--- src/rtl/dbus_xbar_if.sv ---
// Data-bus bundle between the core data port, dbus_xbar and the peripheral slots.
// The master modport is the core/peripheral side; the slave modport is the crossbar itself.
interface dbus_xbar_if #(
  parameter int NSLAVE   = 5,
  parameter int SLAVE_AW = 14
);
  logic                       m_rd;
  logic [31:0]                m_raddr;
  logic [31:0]                m_rdata;
  logic                       m_wr;
  logic [31:0]                m_waddr;
  logic [31:0]                m_wdata;
  logic [3:0]                 m_wstrb;
  logic [NSLAVE-1:0]          s_rd;
  logic [NSLAVE*SLAVE_AW-1:0] s_raddr;
  logic [NSLAVE*32-1:0]       s_rdata;
  logic [NSLAVE-1:0]          s_wr;
  logic [NSLAVE*SLAVE_AW-1:0] s_waddr;
  logic [31:0]                s_wdata;
  logic [3:0]                 s_wstrb;
  logic                       err_clr;
  logic                       err_valid;
  logic [31:0]                err_addr;
  logic                       err_write;
  logic [31:0]                rd_cnt;
  logic [31:0]                wr_cnt;

  modport master (
    output m_rd, m_raddr, m_wr, m_waddr, m_wdata, m_wstrb, s_rdata, err_clr,
    input  m_rdata, s_rd, s_raddr, s_wr, s_waddr, s_wdata, s_wstrb,
           err_valid, err_addr, err_write, rd_cnt, wr_cnt
  );
  modport slave (
    input  m_rd, m_raddr, m_wr, m_waddr, m_wdata, m_wstrb, s_rdata, err_clr,
    output m_rdata, s_rd, s_raddr, s_wr, s_waddr, s_wdata, s_wstrb,
           err_valid, err_addr, err_write, rd_cnt, wr_cnt
  );
endinterface

--- src/rtl/dbus_xbar.sv ---
// Single-master, NSLAVE-slave data-bus crossbar with decode-error capture.
// Define DBUS_XBAR_PERF_CNT_EN to build the saturating rd_cnt/wr_cnt counters.

// Per-slot address match and read-return gating.
module dbus_xbar_lane #(
  parameter int          BASEADDR_WIDTH = 8,
  parameter logic [31:0] BASE           = 32'h0
) (
  input  logic [BASEADDR_WIDTH-1:0] rtag,
  input  logic [BASEADDR_WIDTH-1:0] wtag,
  input  logic                      sel,
  input  logic [31:0]               rdata,
  output logic                      match_r,
  output logic                      match_w,
  output logic [31:0]               rterm
);
  localparam logic [BASEADDR_WIDTH-1:0] BTAG = BASE[31:32-BASEADDR_WIDTH];
  assign match_r = (rtag == BTAG);
  assign match_w = (wtag == BTAG);
  assign rterm   = rdata & {32{sel}};
endmodule

module dbus_xbar #(
  parameter int                       NSLAVE         = 5,
  parameter int                       BASEADDR_WIDTH = 8,
  parameter int                       SLAVE_AW       = 14,
  parameter logic [NSLAVE*32-1:0]     BASEADDRS      = {32'h0400_0000, 32'h0300_0000,
                                                        32'h0200_0000, 32'h0100_0000,
                                                        32'h0000_0000},
  parameter logic [NSLAVE-1:0]        RD_MASK        = 5'b10111,
  parameter logic [NSLAVE-1:0]        WR_MASK        = 5'b11110,
  parameter int                       RD_LATENCY     = 1,
  parameter logic [31:0]              DEFAULT_RDATA  = 32'h0000_0000
) (
  input  logic      clk,
  input  logic      rstn,
  dbus_xbar_if.slave bus
);
  logic [NSLAVE-1:0]                 raw_r, raw_w, hit_r, hit_w, s_rd, s_wr;
  logic [NSLAVE-1:0][31:0]           rterm;
  logic [RD_LATENCY:1][NSLAVE-1:0]   vld_pipe;
  logic [31:0]                       rd_or;
  logic                              rd_err, wr_err;

  for (genvar i = 0; i < NSLAVE; i++) begin : g_lane
    dbus_xbar_lane #(
      .BASEADDR_WIDTH (BASEADDR_WIDTH),
      .BASE           (BASEADDRS[32*i +: 32])
    ) u_lane (
      .rtag    (bus.m_raddr[31:32-BASEADDR_WIDTH]),
      .wtag    (bus.m_waddr[31:32-BASEADDR_WIDTH]),
      .sel     (vld_pipe[RD_LATENCY][i]),
      .rdata   (bus.s_rdata[32*i +: 32]),
      .match_r (raw_r[i]),
      .match_w (raw_w[i]),
      .rterm   (rterm[i])
    );
  end

  // Keep only the lowest matching index so overlapping ranges stay one-hot.
  assign hit_r = raw_r & (~raw_r + NSLAVE'(1));
  assign hit_w = raw_w & (~raw_w + NSLAVE'(1));

  assign s_rd   = {NSLAVE{bus.m_rd}} & hit_r & RD_MASK;
  assign s_wr   = {NSLAVE{bus.m_wr}} & hit_w & WR_MASK;
  assign rd_err = bus.m_rd & ~|(hit_r & RD_MASK);
  assign wr_err = bus.m_wr & ~|(hit_w & WR_MASK);

  assign bus.s_rd    = s_rd;
  assign bus.s_wr    = s_wr;
  assign bus.s_raddr = {NSLAVE{bus.m_raddr[SLAVE_AW-1:0]}};
  assign bus.s_waddr = {NSLAVE{bus.m_waddr[SLAVE_AW-1:0]}};
  assign bus.s_wdata = bus.m_wdata;
  assign bus.s_wstrb = bus.m_wstrb;

  always_ff @(posedge clk or negedge rstn) begin
    if (!rstn) begin
      vld_pipe <= '0;
    end else begin
      vld_pipe[1] <= s_rd;
      for (int k = 2; k <= RD_LATENCY; k++) vld_pipe[k] <= vld_pipe[k-1];
    end
  end

  always_comb begin
    rd_or = '0;
    for (int i = 0; i < NSLAVE; i++) rd_or = rd_or | rterm[i];
  end

  assign bus.m_rdata = (|vld_pipe[RD_LATENCY]) ? rd_or : DEFAULT_RDATA;

  // A clear coinciding with a new error still captures it; writes win over reads.
  always_ff @(posedge clk or negedge rstn) begin
    if (!rstn) begin
      bus.err_valid <= 1'b0;
      bus.err_addr  <= '0;
      bus.err_write <= 1'b0;
    end else if ((wr_err || rd_err) && (!bus.err_valid || bus.err_clr)) begin
      bus.err_valid <= 1'b1;
      bus.err_addr  <= wr_err ? bus.m_waddr : bus.m_raddr;
      bus.err_write <= wr_err;
    end else if (bus.err_clr) begin
      bus.err_valid <= 1'b0;
    end
  end

`ifdef DBUS_XBAR_PERF_CNT_EN
  logic [31:0] rd_cnt_q, wr_cnt_q;

  always_ff @(posedge clk or negedge rstn) begin
    if (!rstn) begin
      rd_cnt_q <= '0;
      wr_cnt_q <= '0;
    end else begin
      if (|s_rd && rd_cnt_q != 32'hFFFF_FFFF) rd_cnt_q <= rd_cnt_q + 32'd1;
      if (|s_wr && wr_cnt_q != 32'hFFFF_FFFF) wr_cnt_q <= wr_cnt_q + 32'd1;
    end
  end

  assign bus.rd_cnt = rd_cnt_q;
  assign bus.wr_cnt = wr_cnt_q;
`else
  assign bus.rd_cnt = '0;
  assign bus.wr_cnt = '0;
`endif
endmodule

--- src/flat_wrapper.sv ---
// flat-port wrapper written by rule: the top's interface ports become plain ports
module dbus_xbar_flat 
#(
  parameter int                       NSLAVE         = 5,
  parameter int                       BASEADDR_WIDTH = 8,
  parameter int                       SLAVE_AW       = 14,
  parameter logic [NSLAVE*32-1:0]     BASEADDRS      = {32'h0400_0000, 32'h0300_0000,
                                                        32'h0200_0000, 32'h0100_0000,
                                                        32'h0000_0000},
  parameter logic [NSLAVE-1:0]        RD_MASK        = 5'b10111,
  parameter logic [NSLAVE-1:0]        WR_MASK        = 5'b11110,
  parameter int                       RD_LATENCY     = 1,
  parameter logic [31:0]              DEFAULT_RDATA  = 32'h0000_0000
)
  (clk, rstn, bus_m_rd, bus_m_raddr, bus_m_wr, bus_m_waddr, bus_m_wdata, bus_m_wstrb, bus_s_rdata, bus_err_clr, bus_m_rdata, bus_s_rd, bus_s_raddr, bus_s_wr, bus_s_waddr, bus_s_wdata, bus_s_wstrb, bus_err_valid, bus_err_addr, bus_err_write, bus_rd_cnt, bus_wr_cnt);
  dbus_xbar_if #(.NSLAVE(NSLAVE), .SLAVE_AW(SLAVE_AW)) bus_i ();
  input  logic clk;
  input  logic rstn;
  input wire logic [$bits(bus_i.m_rd)-1:0] bus_m_rd;
  input wire logic [$bits(bus_i.m_raddr)-1:0] bus_m_raddr;
  input wire logic [$bits(bus_i.m_wr)-1:0] bus_m_wr;
  input wire logic [$bits(bus_i.m_waddr)-1:0] bus_m_waddr;
  input wire logic [$bits(bus_i.m_wdata)-1:0] bus_m_wdata;
  input wire logic [$bits(bus_i.m_wstrb)-1:0] bus_m_wstrb;
  input wire logic [$bits(bus_i.s_rdata)-1:0] bus_s_rdata;
  input wire logic [$bits(bus_i.err_clr)-1:0] bus_err_clr;
  output wire logic [$bits(bus_i.m_rdata)-1:0] bus_m_rdata;
  output wire logic [$bits(bus_i.s_rd)-1:0] bus_s_rd;
  output wire logic [$bits(bus_i.s_raddr)-1:0] bus_s_raddr;
  output wire logic [$bits(bus_i.s_wr)-1:0] bus_s_wr;
  output wire logic [$bits(bus_i.s_waddr)-1:0] bus_s_waddr;
  output wire logic [$bits(bus_i.s_wdata)-1:0] bus_s_wdata;
  output wire logic [$bits(bus_i.s_wstrb)-1:0] bus_s_wstrb;
  output wire logic [$bits(bus_i.err_valid)-1:0] bus_err_valid;
  output wire logic [$bits(bus_i.err_addr)-1:0] bus_err_addr;
  output wire logic [$bits(bus_i.err_write)-1:0] bus_err_write;
  output wire logic [$bits(bus_i.rd_cnt)-1:0] bus_rd_cnt;
  output wire logic [$bits(bus_i.wr_cnt)-1:0] bus_wr_cnt;
  assign bus_i.m_rd = bus_m_rd;
  assign bus_i.m_raddr = bus_m_raddr;
  assign bus_i.m_wr = bus_m_wr;
  assign bus_i.m_waddr = bus_m_waddr;
  assign bus_i.m_wdata = bus_m_wdata;
  assign bus_i.m_wstrb = bus_m_wstrb;
  assign bus_i.s_rdata = bus_s_rdata;
  assign bus_i.err_clr = bus_err_clr;
  assign bus_m_rdata = bus_i.m_rdata;
  assign bus_s_rd = bus_i.s_rd;
  assign bus_s_raddr = bus_i.s_raddr;
  assign bus_s_wr = bus_i.s_wr;
  assign bus_s_waddr = bus_i.s_waddr;
  assign bus_s_wdata = bus_i.s_wdata;
  assign bus_s_wstrb = bus_i.s_wstrb;
  assign bus_err_valid = bus_i.err_valid;
  assign bus_err_addr = bus_i.err_addr;
  assign bus_err_write = bus_i.err_write;
  assign bus_rd_cnt = bus_i.rd_cnt;
  assign bus_wr_cnt = bus_i.wr_cnt;
  dbus_xbar #(.NSLAVE(NSLAVE), .BASEADDR_WIDTH(BASEADDR_WIDTH), .SLAVE_AW(SLAVE_AW), .BASEADDRS(BASEADDRS), .RD_MASK(RD_MASK), .WR_MASK(WR_MASK), .RD_LATENCY(RD_LATENCY), .DEFAULT_RDATA(DEFAULT_RDATA)) u_core (.clk(clk), .rstn(rstn), .bus(bus_i));
endmodule
--- config.mk ---
export PLATFORM = sky130hd
export DESIGN_NAME = dbus_xbar_flat
export DESIGN_NICKNAME = d
export VERILOG_FILES = /design/src/rtl/dbus_xbar_if.sv /design/src/rtl/dbus_xbar.sv /design/src/flat_wrapper.sv
export SDC_FILE = /design/constraint.sdc
export NUM_CORES = 1
export LEC_CHECK = 0
export BUFFER_PORTS_ARGS = -buffer_cell sky130_fd_sc_hd__buf_2
export CAP_MARGIN = 20
export CORE_AREA = 2 2 228 230
export DETAILED_ROUTE_END_ITERATION = 7
export DIE_AREA = 0 0 230 232
export GPL_ROUTABILITY_DRIVEN = 0
export PLACE_DENSITY_LB_ADDON = 0.1
export SYNTH_ARGS = -nofsm -noshare
export SYNTH_HDL_FRONTEND = slang
export SYNTH_SLANG_ARGS = --single-unit
export TNS_END_PERCENT = 5
--- constraint.sdc ---
create_clock -name clk -period 2 [get_ports clk]
set_input_delay 0 -clock clk [delete_from_list [all_inputs] [get_ports clk]]
set_output_delay 0 -clock clk [all_outputs]
set_load 0.02 [all_outputs]
==> results of run 1 <==
sequential cells by signal, summed over array words and instances, names as in the netlist:
signal                count
u_core.bus.err_addr      32
u_core.bus.err_valid      1
u_core.bus.err_write      1
u_core.vld_pipe           4
worst max-delay path: cells and delay by family:
family | cells | cell delay (ns)
AND/OR/NAND/NOR | 1 | 0.35
AO/OA/AOI/OAI | 2 | 0.38
adder cells (fa/ha/maj) | 1 | 0.37
buffers and inverters | 3 | 0.90
final cells by class:
type                            count  area [µm²]  area share (%)
Clock buffer                        5         125            2.04
Inverter                            9        33.8           0.551
Clock inverter                      3        45.0           0.735
Multi-Input combinational cell    260        1700            27.7
Timing Repair Buffer              443        2430            39.6
Tap cell                          680         851            13.9
Sequential cell                    38         951            15.5
path summary, 6_finish.rpt:
path	end	slack, ns	depth (start not counted)
min in group asynchronous	u_core.bus.err_addr[15]$_DFFE_PN0P_	0.21	3
worst max register to register	u_core.bus.err_addr[1]$_DFFE_PN0P_	0.34	5
max in group asynchronous	u_core.bus.err_addr[13]$_DFFE_PN0P_	1.34	3
worst max-delay path	u_core.bus.err_addr[11]$_DFFE_PN0P_	0.16	7
worst min register to register	u_core.bus.err_addr[27]$_DFFE_PN0P_	0.52	2
worst min-delay path	bus_s_wdata[26]	0.000008	0
metal layers:
metal	global-route usage (%)	vias up	wire length, µm
met4	2.18	8	387
met2	13.9	306	11000
met3	2.73	32	2190
met1	7.21	1952	7210
met5	0	-	52
li1	-	2002	-
placed cells by master (no fill, tap or decap), drive strengths merged, types with 2 or more instances in the layout:
| cell | n |
|---|---|
| or4 | 29 |
| o221a | 27 |
| dfrtp | 38 |
| clkinvlp | 2 |
| conb | 66 |
| nor3 | 6 |
| nor4b | 2 |
| mux2 | 5 |
| nand2 | 37 |
| mux2i | 5 |
| clkbuf | 5 |
| buf | 427 |
| a22oi | 64 |
| dlygate4sd3 | 16 |
| inv | 9 |
| a21oi | 5 |
| nor4 | 2 |
cell families after synthesis:
logic type                 count (synthesis)  synth area share, %
and+or+nand+nor                           82                 10.5
DFF                                       38                 21.8
muxes                                     10                 2.44
other                                      1               0.0861
adders and majority gates                  1                0.230
buffers and inverters                    278                 45.3
AOI/OAI and AO/OA                        101                 19.5
per-stage QoR:
stage / setup WS, ns / setup TNS [ns]
final: 0.162 / 0
after CTS: 0.154 / 0
after detailed placement: -0.0984 / -1.99
after floorplan: 0.151 / 0
after global placement: -0.0889 / -1.71
after global routing: 0.0924 / 0
report_power, final:
part	switching, mW	leakage [nW]	total (mW)	internal (mW)
registers	0.0631	0.428	0.931	0.868
clock network	0.389	0.0760	0.978	0.590
logic	0.807	2.58	1.27	0.463
==> impl_results.md, run 1 <==
* Die W at ~230 µm
* Crit Path Class: in -> reg
* Worst Path Required at between 2 and 2.5 ns
* Power per cell area at a little over 500 mW/mm²
* Iter 0 DRT Violations at 149
* Net count, final at 1022
* Top post-synthesis cells by count: buf_4 (242), a22oi_1 (64), dfrtp_1 (38)
* Period utilization at 91.9%
* Arr. time, crit path at a little over 2 ns
* Hold bufs inserted after CTS at 16
* Post-route cell area at between 0.006 and 0.007 mm²
* Cell total after placement at about 1400
* Setup crit start kind: input port
* DIE HEIGHT at about 230 µm
* DRC violations left at 0
* Clock skew at between 0.007 and 0.008 ns
* DIE AREA at 0.0534 mm²
* Final hold slack at around 0.000008 ns
* Critical path cell sequence: dlygate4sd3_1 -> buf_2 -> maj3_1 -> nor3b_2 -> o2bb2ai_4 -> buf_12 -> o221a_2
* IO buf count at 410
* Yosys top cell area share at about two fifths
* Clock sinks at 38
* Fillers at slightly below 6000
* Slowest cell on crit path: dlygate4sd3_1
* Final setup fails at 0
* Hold WC Path Type: in -> out
* Top cells by area, synth: buf_4 (42%), dfrtp_1 (22%), a22oi_1 (11%)
* Final Util at roughly 12%
* H-tree depth at 2
* Peak Freq at 544 MHz
* Sequential area share after synthesis at a little over a fifth
* Post-DP HPWL at between 15 and 20 mm
* Nature of the critical path endpoint: register
* Cell taking the most area after synthesis: buf_4
* Hold_sp: bus_m_wdata[26]
* TritonCTS clock tree: yes
* Initial Util at 8.56%
* Syn-to-layout area delta at 40.8%
* Vias in the first global route at 4163
* DR vias at between 4000 and 5000
* Root buffer cell: clkbuf_16
* Share of async-settable or async-resettable flops after synthesis at between 90% and 100%
* Maximum buffer depth of the clock tree at 2
* Crit. Startpoint: bus_m_raddr[24]
* Largest net degree at the start of global routing at 38
* Worst-path maximum fanout at 25
* CTS Buf Count at 5
* Post_cts resized at 0
* Total grt overflow at 0
* Most instantiated library cell after synthesis: buf_4
* Routed vias/inst at approximately 3.0
* Post-Route WL at 20.8 mm
* Avg Inst Size Synth at 8.52 µm²
* Max-cap check violation count at 0
* WL per Instance at ~14 µm
* Dominant synthesized flop cell: dfrtp_1
* Post-CTS setup buffer count at 0
* Clock-pin slew on the worst setup and hold paths at 0.06 ns
* Site Rows at between 80 and 90
* ANT nets after route at 0
* Filler-free cell count of the finished design at roughly 1400
* Yosys warns at 0
* Post-synth EDFFs at 0
* R2r startpoint: u_core.bus.err_valid$_DFFE_PN0P_
* First-pass GRT wire length at around 29 mm
* Core Region at just over 0.05 mm²
* Slew Viols, Final at 0
* Layout cells sized above 1 at about three fifths
* Pleak at approximately 3.1 nW
* GRT Resource Usage Total at approximately 7.3%
* Worst path max stage delay at between 0.5 and 0.6 ns
* Post-route minimum period at between 1.5 and 2 ns
* Fin. Hold Viols at 0
* Yosys reg bits at 38
* Status: complete, no violations
* First-pass iteration count of the detailed router at 4
* Post-Syn Area at around 0.0044 mm²
* Worst vdd ir at roughly 0.24 mV
* Count of different cell masters after synthesis at 32
* Worst-skew pair later-pin latency at ~0.3 ns
* Initial antenna violation count at 4
* Ant diodes at 0
* Power Total at 3.18 mW
* Placed cell areas at 0.00580 mm²
* RSZ-0062 raised after global routing: false
* Top-level port count at about 580
* Synth Instances at a little over 500
(Power assumes the default switching activity.)
==> run 2, diff against run 1 <==
--- a/config.mk
+++ b/config.mk
@@ -7,12 +7,13 @@
 export LEC_CHECK = 0
 export BUFFER_PORTS_ARGS = -buffer_cell sky130_fd_sc_hd__buf_2
 export CAP_MARGIN = 20
-export CORE_AREA = 2 2 228 230
+export CORE_AREA = 2 2 224 226
 export DETAILED_ROUTE_END_ITERATION = 7
-export DIE_AREA = 0 0 230 232
+export DIE_AREA = 0 0 226 228
 export GPL_ROUTABILITY_DRIVEN = 0
 export PLACE_DENSITY_LB_ADDON = 0.1
 export SYNTH_ARGS = -nofsm -noshare
 export SYNTH_HDL_FRONTEND = slang
+export SYNTH_HIERARCHICAL = 1
 export SYNTH_SLANG_ARGS = --single-unit
 export TNS_END_PERCENT = 5
==> run 2 against run 1 <==
Effect of this change: first-iteration DRC count fell by 32%; die area down 3.4%; final area increased by 20%; critical path depth is 1 higher; sequential power decreased by 0.9%; combinational power rose by 9%; critical endpoint is now u_core/bus.err_addr[10]$_DFFE_PN0P_; clock skew rose by 0.0058 ns; register-to-register slack improved by 0.04 ns.
==> impl_results.md, run 2 <==
* Post-synth EDFFs at 0 (unchanged)
* Yosys reg bits at 38 (unchanged)
* Sequential share of power at 29.0% (was 29.3%)
* Net count, final at 1252 (was 1022)
* Crit Path Class: in -> reg (unchanged)
* Combinational share of power at 43.7% (was 39.9%)
* Placed cell areas at 0.00719 mm² (was 0.00580 mm²)
* Post-route minimum period at 1.96 ns (was 1.84 ns)
* Post-DP HPWL at 22.2 mm (was 17.2 mm)
* Worst-path maximum fanout at 20 (was 25)
* Slew Viols, Final at 0 (unchanged)
* Reg2reg setup slack at 0.38 ns (was 0.34 ns)
* Switching part of the total at 40.4% (was 39.6%)
* Ant diodes at 0 (unchanged)
* Worst path max stage delay at 0.53 ns (was 0.55 ns)
* Site Rows at 82 (was 83)
* RSZ-0062 raised after global routing: true (was false)
* Hold WC Path Type: in -> out (unchanged)
* Root buffer cell: clkbuf_16 (unchanged)
* Sequential area share after synthesis at 17.8% (was 21.8%)
* DR vias at 5348 (was 4300)
* CP bufs+invs at 2 (was 3)
* Final Util at 15.0% (was 12.0%)
* Period utilization at 98.1% (was 91.9%)
* CTS Buf Count at 5 (unchanged)
* Power per cell area at 431 mW/mm² (was 519 mW/mm²)
* Arr. time, crit path at 2.14 ns (was 2.03 ns)
* Post-Syn Area at 0.00534 mm² (was 0.00435 mm²)
* Critical path cell sequence: buf_6 -> or4_4 -> nor4_4 -> and2b_4 -> a2111o_4 -> buf_12 -> o32a_1 -> o21a_1 (was dlygate4sd3_1 -> buf_2 -> maj3_1 -> nor3b_2 -> o2bb2ai_4 -> buf_12 -> o221a_2)
* Cell taking the most area after synthesis: buf_4 (unchanged)
* Syn-to-layout area delta at 38.2% (was 40.8%)
* Worst Path Required at 2.18 ns (was 2.19 ns)
* Final setup fails at 0 (unchanged)
* ANT nets after route at 0 (unchanged)
* Clock-pin slew on the worst setup and hold paths at 0.06 ns (about the same)
* Count of different cell masters after synthesis at 32 (unchanged)
* Setup TNS at 0 ns (unchanged)
* DIE AREA at 0.0515 mm² (was 0.0534 mm²)
* Fillers at 5757 (was 5889)
* Net Sw Power at 1.29 mW (was 1.26 mW)
* Commonest non-fill, non-tap cells in the layout: buf_2 (440), and2_1 (161), conb_1 (71), buf_4 (43), nor2_1 (42) (was buf_2 (410), conb_1 (66), a22oi_1 (64), dfrtp_1 (38), nand2_1 (36))
* Pleak at 3.66 nW (was 3.09 nW)
* Die W at 226 µm (was 230 µm)
* Post-Route WL at 26.3 mm (was 20.8 mm)
* First-pass GRT wire length at 35.8 mm (was 28.6 mm)
* WL per Instance at 15.8 µm (was 14.5 µm)
* Core Region at 0.0493 mm² (was 0.0509 mm²)
* Status: complete, no violations (unchanged)
* Largest net degree at the start of global routing at 33 (was 38)
* Max-slew headroom at 59.7%
* H-tree depth at 2 (unchanged)
* Max reg flops at 32 (unchanged)
* Max-cap check violation count at 0 (unchanged)
* Fin. Hold Viols at 0 (unchanged)
* Top cells by area, synth: buf_4 (34%), and2_1 (19%), dfrtp_1 (18%) (was buf_4 (42%), dfrtp_1 (22%), a22oi_1 (11%))
* Avg Inst Size Synth at 7.75 µm² (was 8.52 µm²)
* Clock sinks at 38 (unchanged)
* Yosys top cell area share at 34.0% (was 41.7%)
* Dominant synthesized flop cell: dfrtp_1 (unchanged)
* Actual slew at the worst max-slew pin at 0.605 ns
* DRC violations left at 0 (unchanged)
* Most instantiated library cell after synthesis: buf_4 (unchanged)
* Clock skew at 0.0129 ns (was 0.00715 ns)
* Initial antenna violation count at 9 (was 4)
* Synth Instances at 689 (was 511)
* Regs by FF count: u_core/bus.err_addr (32), u_core/vld_pipe (4) (was u_core.bus.err_addr (32), u_core.vld_pipe (4))
* Cell family with most CP delay: simple AND/OR/NAND/NOR gates (was buffers and inverters)
* IO buf count at 442 (was 410)
* Worst vdd ir at 0.257 mV (was 0.242 mV)
* Iter 0 DRT Violations at 102 (was 149)
* Worst-skew pair later-pin latency at 0.30 ns (about the same)
* First-pass iteration count of the detailed router at 4 (unchanged)
* Initial Util at 10.8% (was 8.56%)
* Top-level port count at 581 (unchanged)
* Top post-synthesis cells by count: buf_4 (242), and2_1 (161), nor2_1 (42) (was buf_4 (242), a22oi_1 (64), dfrtp_1 (38))
* Nature of the critical path endpoint: register (unchanged)
* Routed vias/inst at 3.22 (was 2.99)
* Clock power share at 27.3% (was 30.8%)
* Vias in the first global route at 5302 (was 4163)
* Share of async-settable or async-resettable flops after synthesis at 100% (unchanged)
* Largest Register: u_core/bus.err_addr (was u_core.bus.err_addr)
* Layout cells sized above 1 at 52.2% (was 60.3%)
* Post-route cell area at 0.00738 mm² (was 0.00613 mm²)
* Yosys warns at 6 (was 0)
* Int Pwr at 1.90 mW (was 1.92 mW)
* Slowest cell on crit path: or4_4 (was dlygate4sd3_1)
* DIE HEIGHT at 228 µm (was 232 µm)
* Maximum buffer depth of the clock tree at 2 (unchanged)
* Setup crit start kind: input port (unchanged)
* Peak Freq at 510 MHz (was 544 MHz)
* Commonest non-fill, non-tap cell in the layout: buf_2 (unchanged)
* GRT Resource Usage Total at 9.47% (was 7.27%)
* TritonCTS clock tree: yes (unchanged)
* Total grt overflow at 0 (unchanged)
-- run 2: cell count changes in the layout (fill, tap and decap cells not counted), sizes merged, moves of 27 or more --
cell,delta
buf,+66
nand2,-29
o32a,+32
nor2,+41
o21a,+31
a21oi,+27
and2,+162
a22oi,-64
nor3,+27
o221a,-27
-- run 2: repair_timing --
action,in CTS,in global routing
hold buffers,1,0
buffers inserted,0,0
endpoints found under the setup margin,0,28
resized for setup,0,5
endpoints found under the hold margin,19,0
-- run 2: worst reg2reg max path, cell delays in order (launching register included) --
cell and delay, ns:
dfrtp_1 0.37, nor2b_4 0.44, or3_1 0.22, nand2_2 0.12, buf_12 0.19, o21a_1 0.18
-- run 2: path summary, 6_finish.rpt --
check / startpoint / end / depth (start not counted)
min: bus_m_wdata[25] / bus_s_wdata[25] / 0
max in group asynchronous: rstn / u_core/bus.err_addr[25]$_DFFE_PN0P_ / 3
min in group asynchronous: rstn / u_core/bus.err_addr[0]$_DFFE_PN0P_ / 2
max reg2reg: u_core/bus.err_valid$_DFFE_PN0P_ / u_core/bus.err_addr[10]$_DFFE_PN0P_ / 5
min reg2reg: u_core/bus.err_addr[28]$_DFFE_PN0P_ / u_core/bus.err_addr[28]$_DFFE_PN0P_ / 1
max: bus_m_raddr[29] / u_core/bus.err_addr[10]$_DFFE_PN0P_ / 8
-- run 2: area by class of cell --
cell class / count / area (µm²) / share of cell area [%]
flip-flops and latches: 38 / 951 / 12.9
repair buffers: 494 / 2720 / 36.8
clock buffers: 6 / 139 / 1.88
multi-input cells: 448 / 2720 / 36.8
clock inverters: 2 / 12.5 / 0.170
well taps: 672 / 841 / 11.4
-- run 2: cell families after synthesis --
family                 share of synthesized area (%)
AOI/OAI and AO/OA                               14.3
buffers and inverters                           36.9
DFF                                             17.8
other                                         0.0702
and+or+nand+nor                                 31.0
-- run 2: routing by layer --
layer / track usage (%) / part of all wire (%) / wire (µm)
met1: 10.2 / 38 / 10100
met2: 17.2 / 48 / 12700
met3: 4.48 / 12 / 3260
met4: 0.931 / 0.43 / 112
met5: 0 / 0.41 / 109
-- run 2: stage by stage --
stage	hold slack, ns	instances	power [mW]	worst slack (ns)
2_1_floorplan	-0.296	759	2.02	-0.0635
3_3_place_gp	0.000137	1651	2.35	-0.296
3_5_place_dp	0.000137	1651	2.34	-0.284
4_1_cts	0.000137	1660	3.27	0.0263
5_1_grt	0.000115	1660	3.39	-0.0306
6_report	0.0000261	1660	3.18	0.0376
-- run 2: power by group through the flow --
| stage | Combinational (mW) | Sequential, mW | Clock [mW] |
|---|---|---|---|
| after floorplan | 0.971 | 1.05 | 0 |
| after global placement | 1.41 | 0.941 | 0 |
| after detailed placement | 1.40 | 0.937 | 0 |
| after CTS | 1.40 | 0.926 | 0.941 |
| after global routing | 1.50 | 0.939 | 0.952 |
| final | 1.39 | 0.923 | 0.870 |
